===== src/rtl/debounce_pkg.sv =====
// Shared constants for the push-button conditioning path: FSM state encoding
// and the qualification window sizes for hardware and simulation.
package debounce_pkg;

    typedef enum logic [1:0] {
        LOW       = 2'd0,
        WAIT_HIGH = 2'd1,
        HIGH      = 2'd2,
        WAIT_LOW  = 2'd3
    } state_t;

    // 10 ms at 100 MHz
    localparam int DEFAULT_STABLE_CYCLES = 1_000_000;
    localparam int SIM_STABLE_CYCLES     = 8;

endpackage


===== src/rtl/sync_2ff.sv =====
// Two-flop synchronizer for a single asynchronous input; also reused for the
// switch input at the top level.
module sync_2ff (
    input  logic clk,
    input  logic reset,
    input  logic d,
    output logic q
);

    logic r_meta;
    logic r_sync;

    always_ff @(posedge clk) begin
        if (reset) begin
            r_meta <= 1'b0;
            r_sync <= 1'b0;
        end else begin
            r_meta <= d;
            r_sync <= r_meta;
        end
    end

    assign q = r_sync;

endmodule


===== src/rtl/button_debounce.sv =====
// Synchronizes and debounces a mechanical button, producing a clean level plus
// single-cycle press and release pulses.
module button_debounce
    import debounce_pkg::*;
#(
    parameter int STABLE_CYCLES = DEFAULT_STABLE_CYCLES,
    parameter int CNT_W         = 20
) (
    input  logic clk,
    input  logic reset,
    input  logic btn_in,
    output logic db_level,
    output logic db_pulse,
    output logic db_release
);

    logic             w_btn_s;
    state_t           r_state;
    state_t           w_next;
    logic [CNT_W-1:0] r_cnt;
    logic             w_cnt_done;
    logic             w_waiting;
    logic             r_pulse;
    logic             r_release;
    logic             w_level;

    sync_2ff u_sync (
        .clk   (clk),
        .reset (reset),
        .d     (btn_in),
        .q     (w_btn_s)
    );

    assign w_cnt_done = (r_cnt == CNT_W'(STABLE_CYCLES - 1));
    assign w_waiting  = (r_state == WAIT_HIGH) || (r_state == WAIT_LOW);

    // Counter runs only while staying in a WAIT state; any exit clears it so
    // the next qualification always starts from zero.
    always_ff @(posedge clk) begin
        if (reset) begin
            r_state   <= LOW;
            r_cnt     <= '0;
            r_pulse   <= 1'b0;
            r_release <= 1'b0;
        end else begin
            r_state   <= w_next;
            r_cnt     <= (w_waiting && (w_next == r_state)) ? r_cnt + 1'b1 : '0;
            r_pulse   <= (r_state == WAIT_HIGH) && (w_next == HIGH);
            r_release <= (r_state == WAIT_LOW) && (w_next == LOW);
        end
    end

    // An opposite sample is checked before the count, so a flip on the final
    // qualifying cycle returns to the previous stable state.
    always_comb begin
        w_next = r_state;
        case (r_state)
            LOW:       if (w_btn_s) w_next = WAIT_HIGH;
            WAIT_HIGH: begin
                if (!w_btn_s)        w_next = LOW;
                else if (w_cnt_done) w_next = HIGH;
            end
            HIGH:      if (!w_btn_s) w_next = WAIT_LOW;
            WAIT_LOW:  begin
                if (w_btn_s)         w_next = HIGH;
                else if (w_cnt_done) w_next = LOW;
            end
            default:   w_next = LOW;
        endcase
    end

    always_comb begin
        w_level = 1'b0;
        if ((r_state == HIGH) || (r_state == WAIT_LOW)) w_level = 1'b1;
    end

    assign db_level   = w_level;
    assign db_pulse   = r_pulse;
    assign db_release = r_release;

endmodule


===== config.mk =====
export PLATFORM = sky130hd
export DESIGN_NAME = button_debounce
export DESIGN_NICKNAME = d
export VERILOG_FILES = /design/src/rtl/debounce_pkg.sv /design/src/rtl/sync_2ff.sv /design/src/rtl/button_debounce.sv
export SDC_FILE = /design/constraint.sdc
export NUM_CORES = 1
export LEC_CHECK = 0
export BUFFER_PORTS_ARGS = -buffer_cell sky130_fd_sc_hd__buf_4
export CORE_ASPECT_RATIO = 1.4
export CORE_MARGIN = 4
export CORE_UTILIZATION = 55
export CTS_BUF_LIST = sky130_fd_sc_hd__clkbuf_4
export CTS_CLUSTER_SIZE = 16
export DETAILED_ROUTE_END_ITERATION = 7
export HOLD_SLACK_MARGIN = 0.12
export PLACE_DENSITY = 0.84
export SLEW_MARGIN = 10
export SYNTH_ARGS = -nofsm -noshare
export SYNTH_HDL_FRONTEND = slang
export SYNTH_SLANG_ARGS = --single-unit

===== constraint.sdc =====
create_clock -name clk -period 2.32 [get_ports clk]
set_clock_uncertainty 0.15 [all_clocks]
set_input_delay 0.696 -clock clk [delete_from_list [all_inputs] [get_ports clk]]
set_output_delay 0.696 -clock clk [all_outputs]
set_load 0.02 [all_outputs]

==> flow_summary.json, run 1 <==
{
  "wl_per_cell_um": 13.5,
  "tightestPinTransition_ns": 0.510,
  "pwr-share-seq_pct": 70.4,
  "status": "complete, no violations",
  "yosys.area.top_type_share_pct": 43.3,
  "die_w_um": 47.5,
  "rsz0062_at_grt": "no",
  "synth_flop_cell": "dfxtp_1",
  "slowest_delay_ns": 0.46,
  "p_sw_mw": 0.124,
  "grt_overflow": 0,
  "multi_input_area_um2": 624,
  "synth_area_um2": 1200,
  "cts_resized": 0,
  "final-hold-violation-count": 0,
  "fmax_ghz": 0.492,
  "finalCritPeriodShare_pct": 87.7,
  "cts_sinks": 26,
  "reg2reg_slack_ns": 0.29,
  "worstHoldEndpoint": "u_sync.q",
  "combPwrFrac_pct": 1.3,
  "min_period_ns": 2.03,
  "clockBufferDepth": 2,
  "p_leak_nw": 0.399,
  "drc_errors": 0,
  "area_delta_synth_final_pct": 3.64,
  "cp.required_ns": 2.37,
  "yosysTopAreaCell": "dfxtp_1",
  "grt_start_max_net_pins": 20,
  "dr.pass1.iters": 4,
  "critical_path.slowest_cell": "o21ai_4",
  "vias": 897,
  "synthCells": 124,
  "postSynth.asyncResetShare_pct": 0,
  "hold_start": "u_sync.r_meta",
  "synth_edf_count": 0,
  "crit_chain": "ha_1 > and4_1 > nand4_2 > o21ai_4 > nor2_1",
  "hold_class": "flop to flop",
  "criticalPathCategory": "flop to flop",
  "ys_warn_count": 0,
  "path_max_fanout": 19,
  "cts_buffers": 3,
  "stdcell_area_um2": 1250,
  "drive_above_1_share_pct": 15.7,
  "synth.distinct_cells": 35,
  "switching_share_pct": 19.4,
  "grt_pass1_wl_um": 3620,
  "initial_core_util_pct": 59.5,
  "syn-num-nets": 128,
  "globalplace.congestion": 0.874,
  "tns_ns": 0,
  "initialDrtViolationCount": 11,
  "antenna_found_initial": 0,
  "peakVddDrop_v": 0.000444,
  "grt_usage_pct": 16.3,
  "ios": 6,
  "wirelength_um": 2000,
  "synth_area_leaders": "dfxtp_1 (43%), xor2_1 (8.7%), nor2_1 (6.2%)",
  "clock_latency_ns": 0.32,
  "worstPathArrival_ns": 2.09,
  "finalMaxSlewViolations": 0,
  "reg2regPathDepth": 5,
  "grt_pass1_vias": 876,
  "cap_violations": 0,
  "final_nets": 133,
  "internal_power_mw": 0.514,
  "synth-seq-cells": 26,
  "seq_area_um2": 520,
  "maxSlewHeadroom_pct": 65.9,
  "hpwl_um": 1500,
  "rows": 19,
  "ctsHoldBuffers": 0,
  "dp_slack_ns": 0.289,
  "endpoint_kind": "flop",
  "antenna_left": 0,
  "post_cts_buffers": 0,
  "fillers": 165,
  "port_buffers": 5,
  "clockRootBuffer": "clkbuf_4",
  "fin_ws_ns": 0.286,
  "seq_area_frac_synth_pct": 43.3,
  "hold_ws_ns": 0.316,
  "p_clk_share_pct": 28.3,
  "setup_viol": 0,
  "placed_area_um2": 1220,
  "dieArea_um2": 3010,
  "p_per_area_nw_per_um2": 512,
  "diodes": 0,
  "reg2reg_from": "r_cnt[0]",
  "cts_tree": "done",
  "cts_htree_levels": 1,
  "synth.avg_cell_area_um2": 9.70,
  "holdPathStages": 1,
  "critPathLaunchType": "flop",
  "cts.reportedPaths.clkPinSlew_ns": 0.12,
  "die_h_um": 63.3,
  "core_um2": 2020,
  "r2r_end": "r_cnt[4]",
  "viasPerCell": 6.06
}
-- per-layer routing --
| layer | vias up | global-route usage [%] | part of all wire (%) |
|---|---|---|---|
| li1 | 448 | - | - |
| met5 | - | 0 | 0 |
| met4 | 0 | 10.4 | 4.8 |
| met3 | 11 | 3.70 | 3.6 |
| met1 | 418 | 19.8 | 41 |
| met2 | 20 | 24.7 | 51 |
-- cells in the final DEF, fill, tap and decap left out, drive strengths merged --
master and n:
a31oi 1, and4b 1, inv 2, or2 1, and3 1, and2 1, and4 5, o21ai 3
xnor2 4, nor2 20, xor2 12, and4bb 3, or3 2, nor3 2, nand4 11, o221ai 1
ha 1, a21oi 2, nand3 6, mux2i 1, nand2 4, dfxtp 26, nor2b 2, nor4b 1
nor4 2, buf 6, clkbuf 3, nor3b 1, nand2b 2
-- cell usage after synthesis (all sizes together), types with 3 or more instances --
cell / instances
and4: 5
nand3: 6
and4bb: 3
dfxtp: 26
nor2: 20
buf: 5
nand2: 4
o21ai: 3
xnor2: 4
nand4: 11
xor2: 12
-- sequential cells by signal, indices dropped and copies added, names as in the netlist --
signal,flops
u_sync.r_meta,1
db_release,1
r_cnt,20
r_state,2
db_pulse,1
u_sync.q,1
-- layout make-up --
type	instances	area share, %
clock buffers	3	1.81
multi-input cells	90	50.1
repair buffers	6	3.61
inverters	2	0.602
flip-flops and latches	26	41.8
well taps	21	2.11
-- how the worst max path moves through the flow --
stage                   from   endpoint  slack (ns)
CTS                 r_cnt[0]   r_cnt[4]        0.28
finish              r_cnt[0]   r_cnt[4]        0.29
global placement    r_cnt[0]  r_cnt[14]        0.40
global route        r_cnt[0]   r_cnt[2]        0.11
floorplan           r_cnt[0]   r_cnt[5]        0.55
detailed placement  r_cnt[0]   r_cnt[4]        0.29
-- stage by stage --
stage | total power, mW | cells | util (%)
3_5_place_dp | 0.468 | 145 | 60.6
6_report | 0.638 | 148 | 61.7
3_3_place_gp | 0.468 | 145 | 60.6
2_1_floorplan | 0.463 | 124 | -
4_1_cts | 0.646 | 148 | 61.7
5_1_grt | 0.665 | 148 | 61.7
-- logic make-up after synthesis --
kind of cell | count (synthesis) | synth area share (%)
adder cells (fa/ha/maj) | 1 | 1.04
multiplexers | 1 | 0.832
buffers and inverters | 8 | 4.79
XOR/XNOR | 16 | 11.7
flip-flops | 26 | 43.3
AND/OR/NAND/NOR | 65 | 33.5
AO/OA/AOI/OAI | 7 | 4.89
-- worst max-delay path, delay by kind of cell (launching register included) --
family	cells	cell delay [ns]
and+or+nand+nor	3	0.67
DFF	1	0.39
AOI/OAI and AO/OA	1	0.46
adders and majority gates	1	0.24
-- power groups by stage --
stage	logic, mW	registers [mW]	clock network (mW)
floorplan	0.00403	0.459	0
global placement	0.00799	0.460	0
detailed placement	0.00832	0.460	0
CTS	0.00836	0.450	0.187
global route	0.00927	0.450	0.205
finish	0.00827	0.450	0.181
No activity file was read; power rests on OpenSTA's default activity.
==> run 2: changes to the inputs <==
--- a/config.mk
+++ b/config.mk
@@ -5,11 +5,13 @@
 export SDC_FILE = /design/constraint.sdc
 export NUM_CORES = 1
 export LEC_CHECK = 0
+export ABC_AREA = 1
 export BUFFER_PORTS_ARGS = -buffer_cell sky130_fd_sc_hd__buf_4
 export CORE_ASPECT_RATIO = 1.4
 export CORE_MARGIN = 4
 export CORE_UTILIZATION = 55
 export CTS_BUF_LIST = sky130_fd_sc_hd__clkbuf_4
+export CTS_CLUSTER_DIAMETER = 100
 export CTS_CLUSTER_SIZE = 16
 export DETAILED_ROUTE_END_ITERATION = 7
 export HOLD_SLACK_MARGIN = 0.12
==> flow_summary.json, run 2 <==
{
  "initialDrtViolationCount": 65,
  "r2r_end": "r_cnt[8]",
  "cp.required_ns": 1.47,
  "hpwl_um": 1890,
  "holdPathStages": 2,
  "tightestPinTransition_ns": 0.336,
  "syn-num-nets": 196,
  "synthCells": 192,
  "finalCritPeriodShare_pct": 75.5,
  "grt_overflow": 0,
  "hold_ws_ns": 0.279,
  "core_um2": 2200,
  "cap_violations": 0,
  "status": "complete, no violations",
  "critPathTopFamily": "flip-flops",
  "cts_htree_levels": 1,
  "worstPathArrival_ns": 0.91,
  "dieArea_um2": 3160,
  "clockBufferDepth": 2,
  "postSynth.asyncResetShare_pct": 0,
  "clock_latency_ns": 0.33,
  "final_nets": 204,
  "cts.reportedPaths.clkPinSlew_ns": 0.14,
  "post_cts_buffers": 0,
  "reg.largest.list": "r_cnt x20, r_state x2",
  "maxSlewHeadroom_pct": 77.5,
  "cts_tree": "done",
  "synth_flop_cell": "dfxtp_1",
  "hold_start": "u_sync.r_meta",
  "port_buffers": 5,
  "reg2reg_from": "r_cnt[0]",
  "criticalPathCategory": "flop to primary output",
  "worstHoldEndpoint": "u_sync.q",
  "area_delta_synth_final_pct": 8.07,
  "seq_area_frac_synth_pct": 40.9,
  "rsz0062_at_grt": "no",
  "p_per_area_nw_per_um2": 561,
  "layout_commonest_cell": "nand2_1",
  "yosysMostFrequentCell": "nand2_1",
  "path_buf_inv": 1,
  "final-hold-violation-count": 0,
  "grt_start_max_net_pins": 20,
  "drive_above_1_share_pct": 8.54,
  "hold_class": "flop to flop",
  "synth_edf_count": 0,
  "reg2regPathDepth": 8,
  "cts_resized": 0,
  "synth.avg_cell_area_um2": 6.62,
  "crit_chain": "buf_4",
  "cts_sinks": 26,
  "viasPerCell": 5.28,
  "path_max_fanout": 4,
  "finalMaxSlewViolations": 0,
  "ctsHoldBuffers": 0,
  "reg2reg_slack_ns": 0.63,
  "drc_errors": 0,
  "peakVddDrop_v": 0.000388,
  "vias": 1167,
  "dp.cells": 217,
  "synth_area_um2": 1270,
  "fmax_ghz": 0.571,
  "clockRootBuffer": "clkbuf_4",
  "layout_common_cells": "nand2_1 (49), nor2_1 (43), dfxtp_1 (26)",
  "dr.pass1.iters": 4,
  "wirelength_um": 2520,
  "wl_per_cell_um": 11.4,
  "diodes": 0,
  "largest_register": "r_cnt",
  "yosys.area.top_type_share_pct": 40.9,
  "ys_warn_count": 0,
  "instances_no_fill": 221,
  "largest_reg_flops": 20,
  "slowest_delay_ns": 0.41,
  "ios": 6,
  "p_total_mw": 0.771,
  "synth_area_leaders": "dfxtp_1 (41%), nand2_1 (14%), nor2_1 (13%)",
  "grt_pass1_vias": 1104,
  "grt_usage_pct": 16.7,
  "initial_core_util_pct": 57.7,
  "die_w_um": 48.6,
  "die_h_um": 64.9,
  "grt_pass1_wl_um": 4270,
  "synth.distinct_cells": 21,
  "cts_buffers": 3,
  "setup_viol": 0,
  "tns_ns": 0,
  "critPathLaunchType": "flop",
  "antenna_found_initial": 0,
  "yosysTopAreaCell": "dfxtp_1",
  "critical_path.slowest_cell": "dfxtp_1",
  "synth-seq-cells": 26,
  "rows": 20,
  "min_period_ns": 1.75,
  "globalplace.congestion": 0.804,
  "synth_common_cells": "nand2_1 (49), nor2_1 (43), dfxtp_1 (26)",
  "antenna_left": 0,
  "endpoint_kind": "primary output",
  "p_leak_nw": 0.476
}
==> run 2: cell type report <==
class / instances / area, µm²
clock buffer: 3 / 22.5
clock inverter: 1 / 30.0
fill: 204 / 828
inverter: 26 / 97.6
multi-input combinational: 138 / 638
sequential: 26 / 520
tap: 22 / 27.5
timing repair buffer: 5 / 37.5
==> run 2: how the worst max path moves through the flow <==
stage | start | to | slack [ns] | cells past startpoint
floorplan | reset | r_cnt[11] | 0.68 | 6
CTS | r_state[1] | db_level | 0.57 | 1
finish | r_state[1] | db_level | 0.57 | 1
detailed placement | reset | r_cnt[2] | 0.44 | 6
global route | r_cnt[0] | r_cnt[18] | 0.43 | 9
global placement | reset | r_cnt[2] | 0.55 | 6
==> run 2: kinds of logic (layout without fill, tap and decap cells) <==
group	Yosys count	count (layout)	share of synthesized area, %
buffers and inverters	28	35	8.86
adders and majority gates	1	1	0.984
AOI/OAI and AO/OA	13	13	5.61
DFF	26	26	40.9
and+or+nand+nor	118	118	39.5
xor gates and xnor gates	6	6	4.13
==> run 2: where the power goes <==
part	switching, mW	total [mW]	internal, mW	leakage, nW
registers	0.000844	0.450	0.449	0.210
clock network	0.138	0.313	0.175	0.0279
logic	0.00446	0.00836	0.00390	0.238
==> run 2: worst reg2reg max path, stage by stage (launching register included) <==
cell	delay, ns
dfxtp_1	0.44
ha_1	0.21
nand2_2	0.09
nor2_4	0.15
inv_2	0.06
nor2_2	0.12
nand2_1	0.11
nand2_4	0.20
a21oi_1	0.08
==> run 2: stage by stage <==
| stage | cell area [µm²] | util, % | setup WS, ns |
|---|---|---|---|
| after floorplan | 1270 | - | 0.681 |
| after CTS | 1370 | 62.4 | 0.567 |
| after global routing | 1370 | 62.4 | 0.432 |
| final | 1370 | 62.4 | 0.568 |
| after global placement | 1320 | 60.0 | 0.552 |
| after detailed placement | 1320 | 60.0 | 0.436 |
==> run 2: routing by layer <==
layer | up-vias | share of wire, % | track usage (%)
met5 | - | 0 | 0
met4 | 0 | 2.9 | 7.41
met3 | 10 | 4.4 | 1.84
met2 | 35 | 53 | 33.5
met1 | 518 | 40 | 16.5
li1 | 604 | - | -
==> run 3: changes to the inputs <==
==> constraint.sdc (replaced) <==
create_clock -name clk -period 1.7 [get_ports clk]
set_clock_uncertainty 0.15 [all_clocks]
set_input_delay 0.51 -clock clk [delete_from_list [all_inputs] [get_ports clk]]
set_output_delay 0.51 -clock clk [all_outputs]
set_load 0.02 [all_outputs]
==> flow_summary.json, run 3 (synthesis gave the netlist of run 2 again) <==
{
  "status": "complete, no violations",
  "maxSlewHeadroom_pct": 74.8,
  "post_cts_buffers": 0,
  "grt_pass1_vias": 1179,
  "combPwrFrac_pct": 1.3,
  "min_period_ns": 1.59,
  "initialDrtViolationCount": 41,
  "cap_violations": 0,
  "dp_slack_ns": 0.0436,
  "holdPathStages": 2,
  "fmax_ghz": 0.629,
  "fillers": 197,
  "dp.cells": 219,
  "globalplace.congestion": 0.821,
  "grt_start_max_net_pins": 20,
  "rows": 20,
  "pwr-share-seq_pct": 69.0,
  "worstPathArrival_ns": 1.70,
  "core_um2": 2200,
  "setup_viol": 0,
  "switching_share_pct": 20.9,
  "layout_common_cells": "nand2_1 (47), nor2_1 (43), inv_1 (25)",
  "drive_above_1_share_pct": 11.8,
  "reg2reg_slack_ns": 0.11,
  "rsz0062_at_grt": "no",
  "cts_buffers": 3,
  "clockRootBuffer": "clkbuf_4",
  "cts.reportedPaths.clkPinSlew_ns": 0.14,
  "finalCritPeriodShare_pct": 93.5,
  "peakVddDrop_v": 0.000427,
  "path_max_fanout": 4,
  "fin_ws_ns": 0.111,
  "endpoint_kind": "flop",
  "area_delta_synth_final_pct": 9.15,
  "cts_sinks": 26,
  "final-hold-violation-count": 0,
  "die_w_um": 48.6,
  "antenna_found_initial": 0,
  "grt_usage_pct": 16.8,
  "stdcell_area_um2": 1390,
  "grt_pass1_wl_um": 4370,
  "p_leak_nw": 0.480,
  "p_clk_share_pct": 29.8,
  "ios": 6,
  "dieArea_um2": 3160,
  "reg.largest.list": "r_cnt x20, r_state x2",
  "grt_overflow": 0,
  "finalMaxSlewViolations": 0,
  "initial_core_util_pct": 57.7,
  "port_buffers": 5,
  "die_h_um": 64.9,
  "tns_ns": 0,
  "tightestPinTransition_ns": 0.376,
  "cp.required_ns": 1.81,
  "postLayoutCoreUtil_pct": 63.0,
  "wl_per_cell_um": 12.1,
  "hpwl_um": 2010,
  "critPathLaunchType": "flop",
  "final_nets": 208,
  "hold_class": "input pin to flop",
  "drc_errors": 0,
  "diodes": 0,
  "largest_reg_flops": 20,
  "hold_start": "reset",
  "reg2reg_from": "r_cnt[0]",
  "internal_power_mw": 0.704,
  "p_total_mw": 0.890,
  "hold_ws_ns": 0.187,
  "instances_no_fill": 225,
  "p_sw_mw": 0.186,
  "r2r_end": "r_cnt[14]",
  "worstHoldEndpoint": "u_sync.q",
  "criticalPathCategory": "flop to flop",
  "dr.pass1.iters": 4,
  "antenna_left": 0,
  "cts_tree": "done",
  "largest_register": "r_cnt",
  "layout_commonest_cell": "nand2_1",
  "p_per_area_nw_per_um2": 641,
  "vias": 1211,
  "wirelength_um": 2730,
  "cts_htree_levels": 1,
  "clock_latency_ns": 0.32,
  "clockBufferDepth": 2,
  "placed_area_um2": 1340,
  "reg2regPathDepth": 7,
  "viasPerCell": 5.38
}
-- run 3: cell types whose count changed in the layout (fill, tap and decap cells not counted), sizes merged --
cell    before  now
clkinv       0    1
buf          5    7
nand2       51   53
bufinv       1    0
-- run 3: power groups by stage --
stage / Sequential, mW / Combinational (mW) / Clock, mW
6_report: 0.613 / 0.0115 / 0.265
5_1_grt: 0.614 / 0.0132 / 0.291
4_1_cts: 0.614 / 0.0114 / 0.267
3_5_place_dp: 0.627 / 0.0114 / 0
3_3_place_gp: 0.627 / 0.0109 / 0
2_1_floorplan: 0.627 / 0.00621 / 0
-- run 3: metal layers --
layer	part of all wire, %	GRT usage [%]	vias up	wire length, µm
met5	0	0	-	0
met4	2.9	7.41	0	80
met3	4.9	1.61	11	134
met2	54	34.5	42	1470
met1	38	16.0	543	1040
li1	-	-	615	-
-- run 3: worst max-delay path, cell delays in order, from the launching register on --
cell	delay, ns
dfxtp_2	0.37
ha_1	0.19
nand2_2	0.09
nor2_4	0.16
inv_2	0.06
nor2_1	0.24
nand4_1	0.13
a21oi_1	0.16
-- run 3: layout make-up --
type	instances	area [µm²]	area share, %
Clock buffer	3	22.5	1.62
Timing Repair Buffer	7	52.6	3.79
Inverter	26	97.6	7.03
Clock inverter	1	3.75	0.271
Sequential cell	26	523	37.7
Tap cell	22	27.5	1.98
Multi-Input combinational cell	140	661	47.6
-- run 3: worst max path at each step --
stage | start | slack, ns | depth (start not counted) | to
floorplan | r_cnt[0] | 0.17 | 9 | r_cnt[16]
global placement | reset | 0.11 | 6 | r_cnt[14]
detailed placement | reset | 0.04 | 6 | r_cnt[19]
CTS | r_cnt[0] | 0.07 | 8 | r_cnt[16]
global route | r_cnt[0] | 0.007 | 8 | r_cnt[10]
finish | r_cnt[0] | 0.11 | 7 | r_cnt[14]
-- run 3: repair_timing --
action | CTS | global route
hold buffers | 0 | 0
setup endpoints to repair | 0 | 19
resized for setup | 0 | 5
